## config.mk

```make
export PLATFORM = sky130hd
export DESIGN_NAME = branch_predictor
export DESIGN_NICKNAME = d
export VERILOG_FILES = /design/src/rtl/branch_predictor_pkg.sv /design/src/rtl/branch_predictor_sat_ctr.sv /design/src/rtl/branch_predictor.sv
export SDC_FILE = /design/constraint.sdc
export NUM_CORES = 2
export LEC_CHECK = 0
export ABC_AREA = 1
export CELL_PAD_IN_SITES_DETAIL_PLACEMENT = 1
export CELL_PAD_IN_SITES_GLOBAL_PLACEMENT = 2
export CORE_ASPECT_RATIO = 0.9
export CORE_MARGIN = 4
export CORE_UTILIZATION = 33
export DETAILED_ROUTE_END_ITERATION = 12
export PLACE_DENSITY = 0.86
export SLEW_MARGIN = 40
export SYNTH_ARGS = -nofsm -noshare
export SYNTH_HDL_FRONTEND = slang
export SYNTH_SLANG_ARGS = --single-unit
```

## constraint.sdc

```tcl
create_clock -name clk -period 59.7 [get_ports clk]
set_clock_uncertainty 0.1 [all_clocks]
set_input_delay 11.94 -clock clk [delete_from_list [all_inputs] [get_ports clk]]
set_output_delay 11.94 -clock clk [all_outputs]
set_load 0.05 [all_outputs]
```

## src/rtl/branch_predictor_pkg.sv

```systemverilog
// Shared types and constants for the fetch-stage branch predictor: counter states,
// the BTB entry layout and a saturating 32-bit increment used by the perf counters.
package branch_predictor_pkg;

    // Entry fields are sized for the widest supported address; narrower XLEN uses the low bits.
    localparam int BP_MAX_XLEN = 64;

    localparam logic [1:0] SNT     = 2'd0;
    localparam logic [1:0] WNT     = 2'd1;
    localparam logic [1:0] WT      = 2'd2;
    localparam logic [1:0] ST      = 2'd3;
    localparam logic [1:0] CTR_RST = WNT;

    typedef struct packed {
        logic                   valid;
        logic [BP_MAX_XLEN-1:0] tag;
        logic [BP_MAX_XLEN-1:0] target;
        logic [1:0]             ctr;
    } btb_entry_t;

    function automatic logic [31:0] sat_inc32(input logic [31:0] v);
        return (v == 32'hFFFF_FFFF) ? v : v + 32'd1;
    endfunction

endpackage

```

## src/rtl/branch_predictor_sat_ctr.sv

```systemverilog
// 2-bit saturating counter next-state: count up on taken, down on not taken, clamp at 0..3.
// Purely combinational; no latency, no backpressure.
module bp_sat_ctr
    import branch_predictor_pkg::*;
(
    input  logic [1:0] ctr,
    input  logic       taken,
    output logic [1:0] next_ctr
);

    always_comb begin
        next_ctr = ctr;
        if (taken && (ctr != ST)) begin
            next_ctr = ctr + 2'd1;
        end else if (!taken && (ctr != SNT)) begin
            next_ctr = ctr - 2'd1;
        end
    end

endmodule

```

## src/rtl/branch_predictor.sv

```systemverilog
// Direct-mapped BTB with 2-bit counters: zero-cycle lookup from registered state, trained by
// resolved outcomes one edge later; no handshake, updates are single-cycle pulses.
module branch_predictor
    import branch_predictor_pkg::*;
#(
    parameter int XLEN    = 32,
    parameter int ENTRIES = 16
) (
    input  logic            clk,
    input  logic            rst,
    input  logic [XLEN-1:0] if_pc,
    output logic            pred_hit,
    output logic            pred_taken,
    output logic [XLEN-1:0] pred_target,
    input  logic            upd_valid,
    input  logic            upd_is_branch,
    input  logic            upd_is_jal,
    input  logic [XLEN-1:0] upd_pc,
    input  logic            upd_taken,
    input  logic [XLEN-1:0] upd_target,
    input  logic            upd_pred_taken,
    input  logic [XLEN-1:0] upd_pred_target,
    output logic            mispredict,
    output logic [31:0]     br_cnt,
    output logic [31:0]     miss_cnt
);

    localparam int IDX  = $clog2(ENTRIES);
    localparam int TAGW = XLEN - IDX - 2;

    btb_entry_t             table_q [ENTRIES];
    btb_entry_t             lk_entry;
    btb_entry_t             up_entry;
    btb_entry_t             wr_entry;
    logic [IDX-1:0]         lk_idx;
    logic [IDX-1:0]         up_idx;
    logic [BP_MAX_XLEN-1:0] lk_tag;
    logic [BP_MAX_XLEN-1:0] up_tag;
    logic                   up_hit;
    logic                   wr_en;
    logic [1:0]             next_ctr;
    logic [31:0]            br_cnt_q;
    logic [31:0]            miss_cnt_q;
    logic                   unused_bits;

    assign lk_idx = if_pc[IDX+1:2];
    assign up_idx = upd_pc[IDX+1:2];

    always_comb begin
        lk_tag = '0;
        up_tag = '0;
        lk_tag[TAGW-1:0] = if_pc[XLEN-1:IDX+2];
        up_tag[TAGW-1:0] = upd_pc[XLEN-1:IDX+2];
    end

    // Lookup reads the registered table only, so a same-cycle update is seen next cycle.
    assign lk_entry    = table_q[lk_idx];
    assign pred_hit    = lk_entry.valid && (lk_entry.tag == lk_tag);
    assign pred_taken  = pred_hit && lk_entry.ctr[1];
    assign pred_target = pred_taken ? lk_entry.target[XLEN-1:0] : if_pc + XLEN'(4);

    assign up_entry = table_q[up_idx];
    assign up_hit   = up_entry.valid && (up_entry.tag == up_tag);

    bp_sat_ctr u_sat_ctr (
        .ctr      (up_entry.ctr),
        .taken    (upd_taken),
        .next_ctr (next_ctr)
    );

    assign mispredict = upd_valid &&
                        ((upd_taken != upd_pred_taken) ||
                         (upd_taken && (upd_target != upd_pred_target)));

    always_comb begin
        wr_en    = 1'b0;
        wr_entry = up_entry;
        if (upd_valid) begin
            // jal wins when both type bits are set; jalr (neither bit) never trains.
            if (upd_is_jal) begin
                wr_en                       = 1'b1;
                wr_entry.valid              = 1'b1;
                wr_entry.tag                = up_tag;
                wr_entry.target             = '0;
                wr_entry.target[XLEN-1:0]   = upd_target;
                wr_entry.ctr                = ST;
            end else if (upd_is_branch) begin
                if (up_hit) begin
                    wr_en        = 1'b1;
                    wr_entry.ctr = next_ctr;
                    if (upd_taken) begin
                        wr_entry.target           = '0;
                        wr_entry.target[XLEN-1:0] = upd_target;
                    end
                end else if (upd_taken) begin
                    wr_en                     = 1'b1;
                    wr_entry.valid            = 1'b1;
                    wr_entry.tag              = up_tag;
                    wr_entry.target           = '0;
                    wr_entry.target[XLEN-1:0] = upd_target;
                    wr_entry.ctr              = WT;
                end
            end
        end
    end

    always_ff @(posedge clk or posedge rst) begin
        if (rst) begin
            for (int i = 0; i < ENTRIES; i++) begin
                table_q[i] <= '{valid: 1'b0, tag: '0, target: '0, ctr: CTR_RST};
            end
        end else if (wr_en) begin
            table_q[up_idx] <= wr_entry;
        end
    end

    always_ff @(posedge clk or posedge rst) begin
        if (rst) begin
            br_cnt_q   <= '0;
            miss_cnt_q <= '0;
        end else begin
            if (upd_valid) begin
                br_cnt_q <= sat_inc32(br_cnt_q);
            end
            if (mispredict) begin
                miss_cnt_q <= sat_inc32(miss_cnt_q);
            end
        end
    end

    assign br_cnt   = br_cnt_q;
    assign miss_cnt = miss_cnt_q;

    // Low PC bits and the unused high target bits carry no information here.
    assign unused_bits = ^{if_pc[1:0], upd_pc[1:0], lk_entry.target};

endmodule

```

### Yosys cells after proc, flatten, opt, wreduce, memory -nomap -nowiden

Cells that the tools add are included.

| cells by class | value |
|---|---|
| eq/ne operators | 7 |
| div/mod/pow operators | 0 |
| $mul | 0 |
| bitwise logic cells | 4 |
| muxes and demuxes | 24 |
| add/sub/neg operators | 5 |
| reduce and logical (&&, ||, !) cells | 13 |
| order comparisons | 3 |
| shift-type cells | 0 |

Operators by type and width:

| cell | number |
|---|---|
| $bwmux W2096 | 1 |
| $mux W131 | 9 |
| $bmux W131 S4 | 2 |
| $demux W131 S4 | 1 |
| $eq A64 B26 Y1 | 2 |
| $mux W66 | 1 |
| $mux W65 | 1 |
| $add A32 B1 Y32 const B | 2 |
| $eq A32 B32 Y1 const B | 2 |
| $mux W64 | 1 |
| $add A32 B3 Y32 const B | 1 |
| $mux W32 | 1 |
| $ne A32 B32 Y1 | 1 |
| $ge A5 B5 Y1 const B | 2 |
| $not A4 Y5 | 2 |
| $logic_and A1 B1 Y1 | 8 |
| $lt A5 B1 Y1 const B | 1 |
| $mux W1 | 5 |
| $mux W2 | 2 |
| $reduce_and A2 Y1 | 2 |
| $add A2 B1 Y2 const B | 1 |
| $ne A2 B2 Y1 const B | 1 |
| $not A1 Y1 | 2 |
| $reduce_bool A2 Y1 | 1 |
| 4 further kinds | 4 |

| storage, ports and cells | value |
|---|---|
| logic and storage cells | 122 |
| latch bits | 0 |
| register bits | 2160 |
| bits in read-only memories | 0 |
| memories | 0 |
| output and inout port bits | 99 |
| RAM bits | 0 |

### Depth between registers and ports, before layout

| depth | value |
|---|---|
| word-level depth | 13 |
| depth in mapped cells | 27 |
| gate-level depth less buffers | 21 |

### Hierarchy

From an unflattened synthesis, not the netlist that was laid out.

| unflattened totals | value |
|---|---|
| cells, all modules | 12337 |
| area total of the unflattened synthesis | 88293.4 um^2 |

By module, submodules not included:

| module | area each (um^2) | seq. area each (um^2) | cells each | times used |
|---|---|---|---|---|
| branch_predictor | 88209.6 | 41259.6 | 12320 | 1 |
| bp_sat_ctr | 83.8 | 0.0 | 17 | 1 |

### Worst setup path before layout

OpenSTA, ideal clock, no wires.

| timing | value |
|---|---|
| kind | input to output |
| from | input port if_pc[3] |
| to | output port pred_target[23] |
| data arrival time | 15.275 ns |
| stages | 11 |
| data required time | 47.660 ns |
| slack | 32.385 ns |
| buffers on the path | 7 |
| cells stage by stage | buf_2 > clkbuf_1 > buf_1 > clkbuf_1 > clkbuf_1 > clkbuf_1 > clkbuf_1 > nand3_1 > a41oi_1 > a221oi_1 > o21ai_0 |

| between the ends | value |
|---|---|
| longest elaborated chain between the ends | 8 |

RTL lines:

| element | line | text |
|---|---|---|
| start: declaration | branch_predictor.sv:11 | `input logic [XLEN-1:0] if_pc,` |
| $not A4 Y5 (implied by the code) | branch_predictor.sv:57 | `assign lk_entry = table_q[lk_idx];` |
| $bmux W131 S4 | branch_predictor.sv:57 |  |
| $mux W131 (implied by the code) (2 in a row) | branch_predictor.sv:57 |  |
| $eq A64 B26 Y1 | branch_predictor.sv:58 | `assign pred_hit = lk_entry.valid && (lk_entry.tag == lk_tag);` |
| $logic_and A1 B1 Y1 | branch_predictor.sv:58 |  |
| $logic_and A1 B1 Y1 | branch_predictor.sv:59 | `assign pred_taken = pred_hit && lk_entry.ctr[1];` |
| $mux W32 (*) | branch_predictor.sv:60 | `assign pred_target = pred_taken ? lk_entry.target[XLEN-1:0] : if_pc + XLEN'(4);` |
| end: declaration | branch_predictor.sv:14 | `output logic [XLEN-1:0] pred_target,` |

Mark *: on every way between the ends. The rest lies on a longest branch, timed or not. The select of a mux whose other input is x is not followed.

### Final worst setup path

| timing | value |
|---|---|
| from | input port if_pc[2] |
| to | output port pred_target[5] |

The elaborated chain is that of the path after synthesis.

==> results.toml <==
[critical_path]
reg2reg_slack_ns = 54.17
max_stage_delay_ns = 0.90
crit_family = "buffers and inverters"
crit_chain = "buf_8 -> buf_6 -> buf_4 -> nand2_4 -> inv_6 -> buf_4 -> nand2_1 -> o2111ai_1 -> nand3_1 -> nand3_1 -> o21ai_0 -> nand3b_1 -> nor2_1 -> nand3_1 -> nor2_2 -> nand3_4 -> o21ai_0 -> clkdlybuf4s50_1"
end_kind = "output port"
crit_slowest_cell = "clkdlybuf4s50_1"
worstReg2RegStart = "table_q[1925]"
crit_path_start_kind = "primary input"
regToRegEndpoint = "table_q[1642]"
crit_required_ns = 47.66
arrival_ns = 19.32
worst-path-buf-inv = 6
cp_common_cell = "nand3_1"
crit_type = "in -> out"
worstRegToRegCells = 20
crit_path_max_fanout = 93

[finish]
syn_to_final_growth_pct = 13.71
design_area_mm2 = 0.09776
final_cells = 15040
final_nets = 11620
drive_gt1_share_pct = 5.333
nFillCells = 31510

[global_routing]
grt_pass1_vias = 86500
grt_pass1_wl_mm = 550.6
grt-ovfl-total = 0
grt_util_all_layers_pct = 26.55
grt_max_degree = 184
antenna_found_initial = 24

[floorplan]
ios = 234
start_util_pct = 33.21
dieArea_mm2 = 0.2688
die_width_um = 546.0
rows = 177
core_mm2 = 0.2589
die-height_um = 492.2

[drt]
wl_mm = 367.3
drt_iter0_markers = 7511
vias_per_cell = 5.528
vias = 83120
wire_per_inst_um = 24.43
drc = 0
wl_met3_mm = 27.46
route.top_layer_used = "met5"
drtAntennaViolNets = 0
met1_length_mm = 158.7
drt_first_pass_iters = 8
met2_length_mm = 165.7

[timing]
setup_viol = 0
min_period_over_period_pct = 52.53
fmax_mhz = 31.89
slew_headroom_pct = 38.46
fin_setup_tns_ns = 0
rsz0062_at_grt = "false"
final-hold-violation-count = 0
finalMaxSlewViolations = 0
finalCriticalPeriod_ns = 31.36
worst_pin_slew_ns = 0.9232

[cts]
cts_resized = 0
cts_sinks = 1648
clockRootBuffer = "clkbuf_16"
cts.reportedPaths.clkPinSlew_ns = 0.06
hold_buffers = 0
h-tree-depth = 4
post_cts_buffers = 0
clk_latency_ns = 0.90
cts_tree = "built"
numCtsBuffers = 194
cts_buffer_depth = 4

[synth]
synth_warnings = 0
synth_seq_cells = 1648
synth.most_common_cell = "nand2_1"
seq_area_frac_synth_pct = 47.99
syn-num-nets = 11820
ys_top_cells_by_area = "dfrtp_1 48%, nand2_1 14%, o21ai_0 9.2%"
synth_top_area_share_pct = 47.50
avgSynthCellArea_um2 = 7.363
synth.top_cells.by_count = "3,127 x nand2_1, 1,632 x dfrtp_1, 1,580 x o21ai_0, 1,477 x inv_1, 1,197 x nor2_1"
synthArstFlopShare_pct = 100.0
synth-edff-count = 0
ys.flop_type = "dfrtp_1"
synth_top_area_cell = "dfrtp_1"
synth_cell_type_count = 56
synthCells = 11680
synthesis.area_mm2 = 0.08597

[min_path]
hold_path.class = "reg -> reg"
worst_hold_path.endpoint = "table_q[1964]"
hold_start = "table_q[1964]"
whs_path_depth = 2

[run]
max_cap_violations = 0

[power]
powerDensity_mw_per_mm2 = 36.77
irDropWorstVdd_mv = 0.02446
leakagePower_nw = 45.42

[placed_design]
post-place-cells = 14680
port_buffers = 231
place.gp.congestion = 0.8853
post_dp_cell_area_mm2 = 0.09116
dp_hpwl_mm = 218.2

[status]
status = "finished clean"
-- where the power goes --
part	switching, mW	internal, mW
clock network	0.512	0.727
registers	0.159	1.38
logic	0.557	0.256
-- cell usage in the layout (no fill, tap or decap), types with 17 or more instances in the layout --
| cell type | Yosys | routed |
|---|---|---|
| nor2_1 | 1197 | 1188 |
| bufinv_16 | 0 | 17 |
| nand3_1 | 248 | 247 |
| xor2_1 | 80 | 80 |
| clkbuf_1 | 424 | 36 |
| buf_6 | 11 | 35 |
| o21ai_1 | 122 | 97 |
| nor3_1 | 107 | 107 |
| clkbuf_8 | 0 | 48 |
| o2111ai_1 | 53 | 53 |
| dfrtp_1 | 1632 | 1632 |
| a21oi_1 | 474 | 470 |
| xnor2_1 | 19 | 19 |
| o22ai_1 | 159 | 158 |
| clkdlybuf4s50_1 | 0 | 222 |
| clkinv_2 | 0 | 36 |
| clkbuf_16 | 0 | 194 |
| a22oi_1 | 83 | 83 |
| o21ai_2 | 0 | 25 |
| inv_1 | 1477 | 1473 |
| o21ai_0 | 1580 | 1580 |
| buf_4 | 19 | 109 |
| nor4_1 | 32 | 32 |
| a221oi_1 | 51 | 43 |
| o221ai_1 | 123 | 123 |
| nand2_1 | 3127 | 3111 |
| nand4_1 | 138 | 138 |
-- final cells by class --
cell class,count,area [µm²],share of cell area [%]
Clock buffer,277,5637,5.766
Antenna cell,10,25.02,0.02560
Clock inverter,64,797.0,0.8153
Inverter,1490,5640,5.770
Timing Repair Buffer,399,3974,4.065
Tap cell,3401,4255,4.353
Multi-Input combinational cell,7747,36170,37.00
Sequential cell,1648,41260,42.20
-- stage by stage --
step	worst slack (ns)	power (mW)	hold slack [ns]	utilization, %
2_1_floorplan	1.178	2.077	0.3317	-
3_3_place_gp	27.35	2.289	0.3476	35.00
3_5_place_dp	27.89	2.357	0.3597	35.21
4_1_cts	27.85	3.605	0.3753	37.70
5_1_grt	28.06	3.794	0.3952	37.76
6_report	28.34	3.595	0.3745	37.76
-- worst max-delay path by stage --
stage,from,to,slack [ns],cells past startpoint
floorplan,rst,br_cnt[0],1.18,1
detailed placement,if_pc[2],pred_target[5],27.89,22
global route,if_pc[2],pred_target[5],28.06,18
global placement,if_pc[2],pred_target[5],27.35,18
finish,if_pc[2],pred_target[5],28.34,18
CTS,if_pc[2],pred_target[5],27.85,22
-- logic make-up after synthesis --
| group | count (synthesis) | synth area share [%] |
|---|---|---|
| AND/OR/NAND/NOR | 4896 | 22.56 |
| AO/OA/AOI/OAI | 2747 | 17.87 |
| buffers and inverters | 2282 | 10.50 |
| flip-flops | 1648 | 47.99 |
| XOR/XNOR | 99 | 1.009 |
| adder cells (fa/ha/maj) | 5 | 0.07277 |
-- routing by layer --
| layer | vias to the layer above | GRT usage [%] |
|---|---|---|
| li1 | 37040 | - |
| met1 | 42310 | 35.92 |
| met2 | 3005 | 42.39 |
| met3 | 749 | 4.720 |
| met4 | 14 | 10.13 |
| met5 | - | 0 |
-- tightest hold or removal path, delay by kind of cell, from the launching register on --
family | cells | cell delay, ns
flops | 1 | 0.32
buf+inv | 1 | 0.06
simple gates | 1 | 0.06
-- state kept, by name, indices dropped and copies added, names as in the netlist --
register	cells
br_cnt	32
miss_cnt	32
table_q	1584
Power figures use the tool's default switching activity.
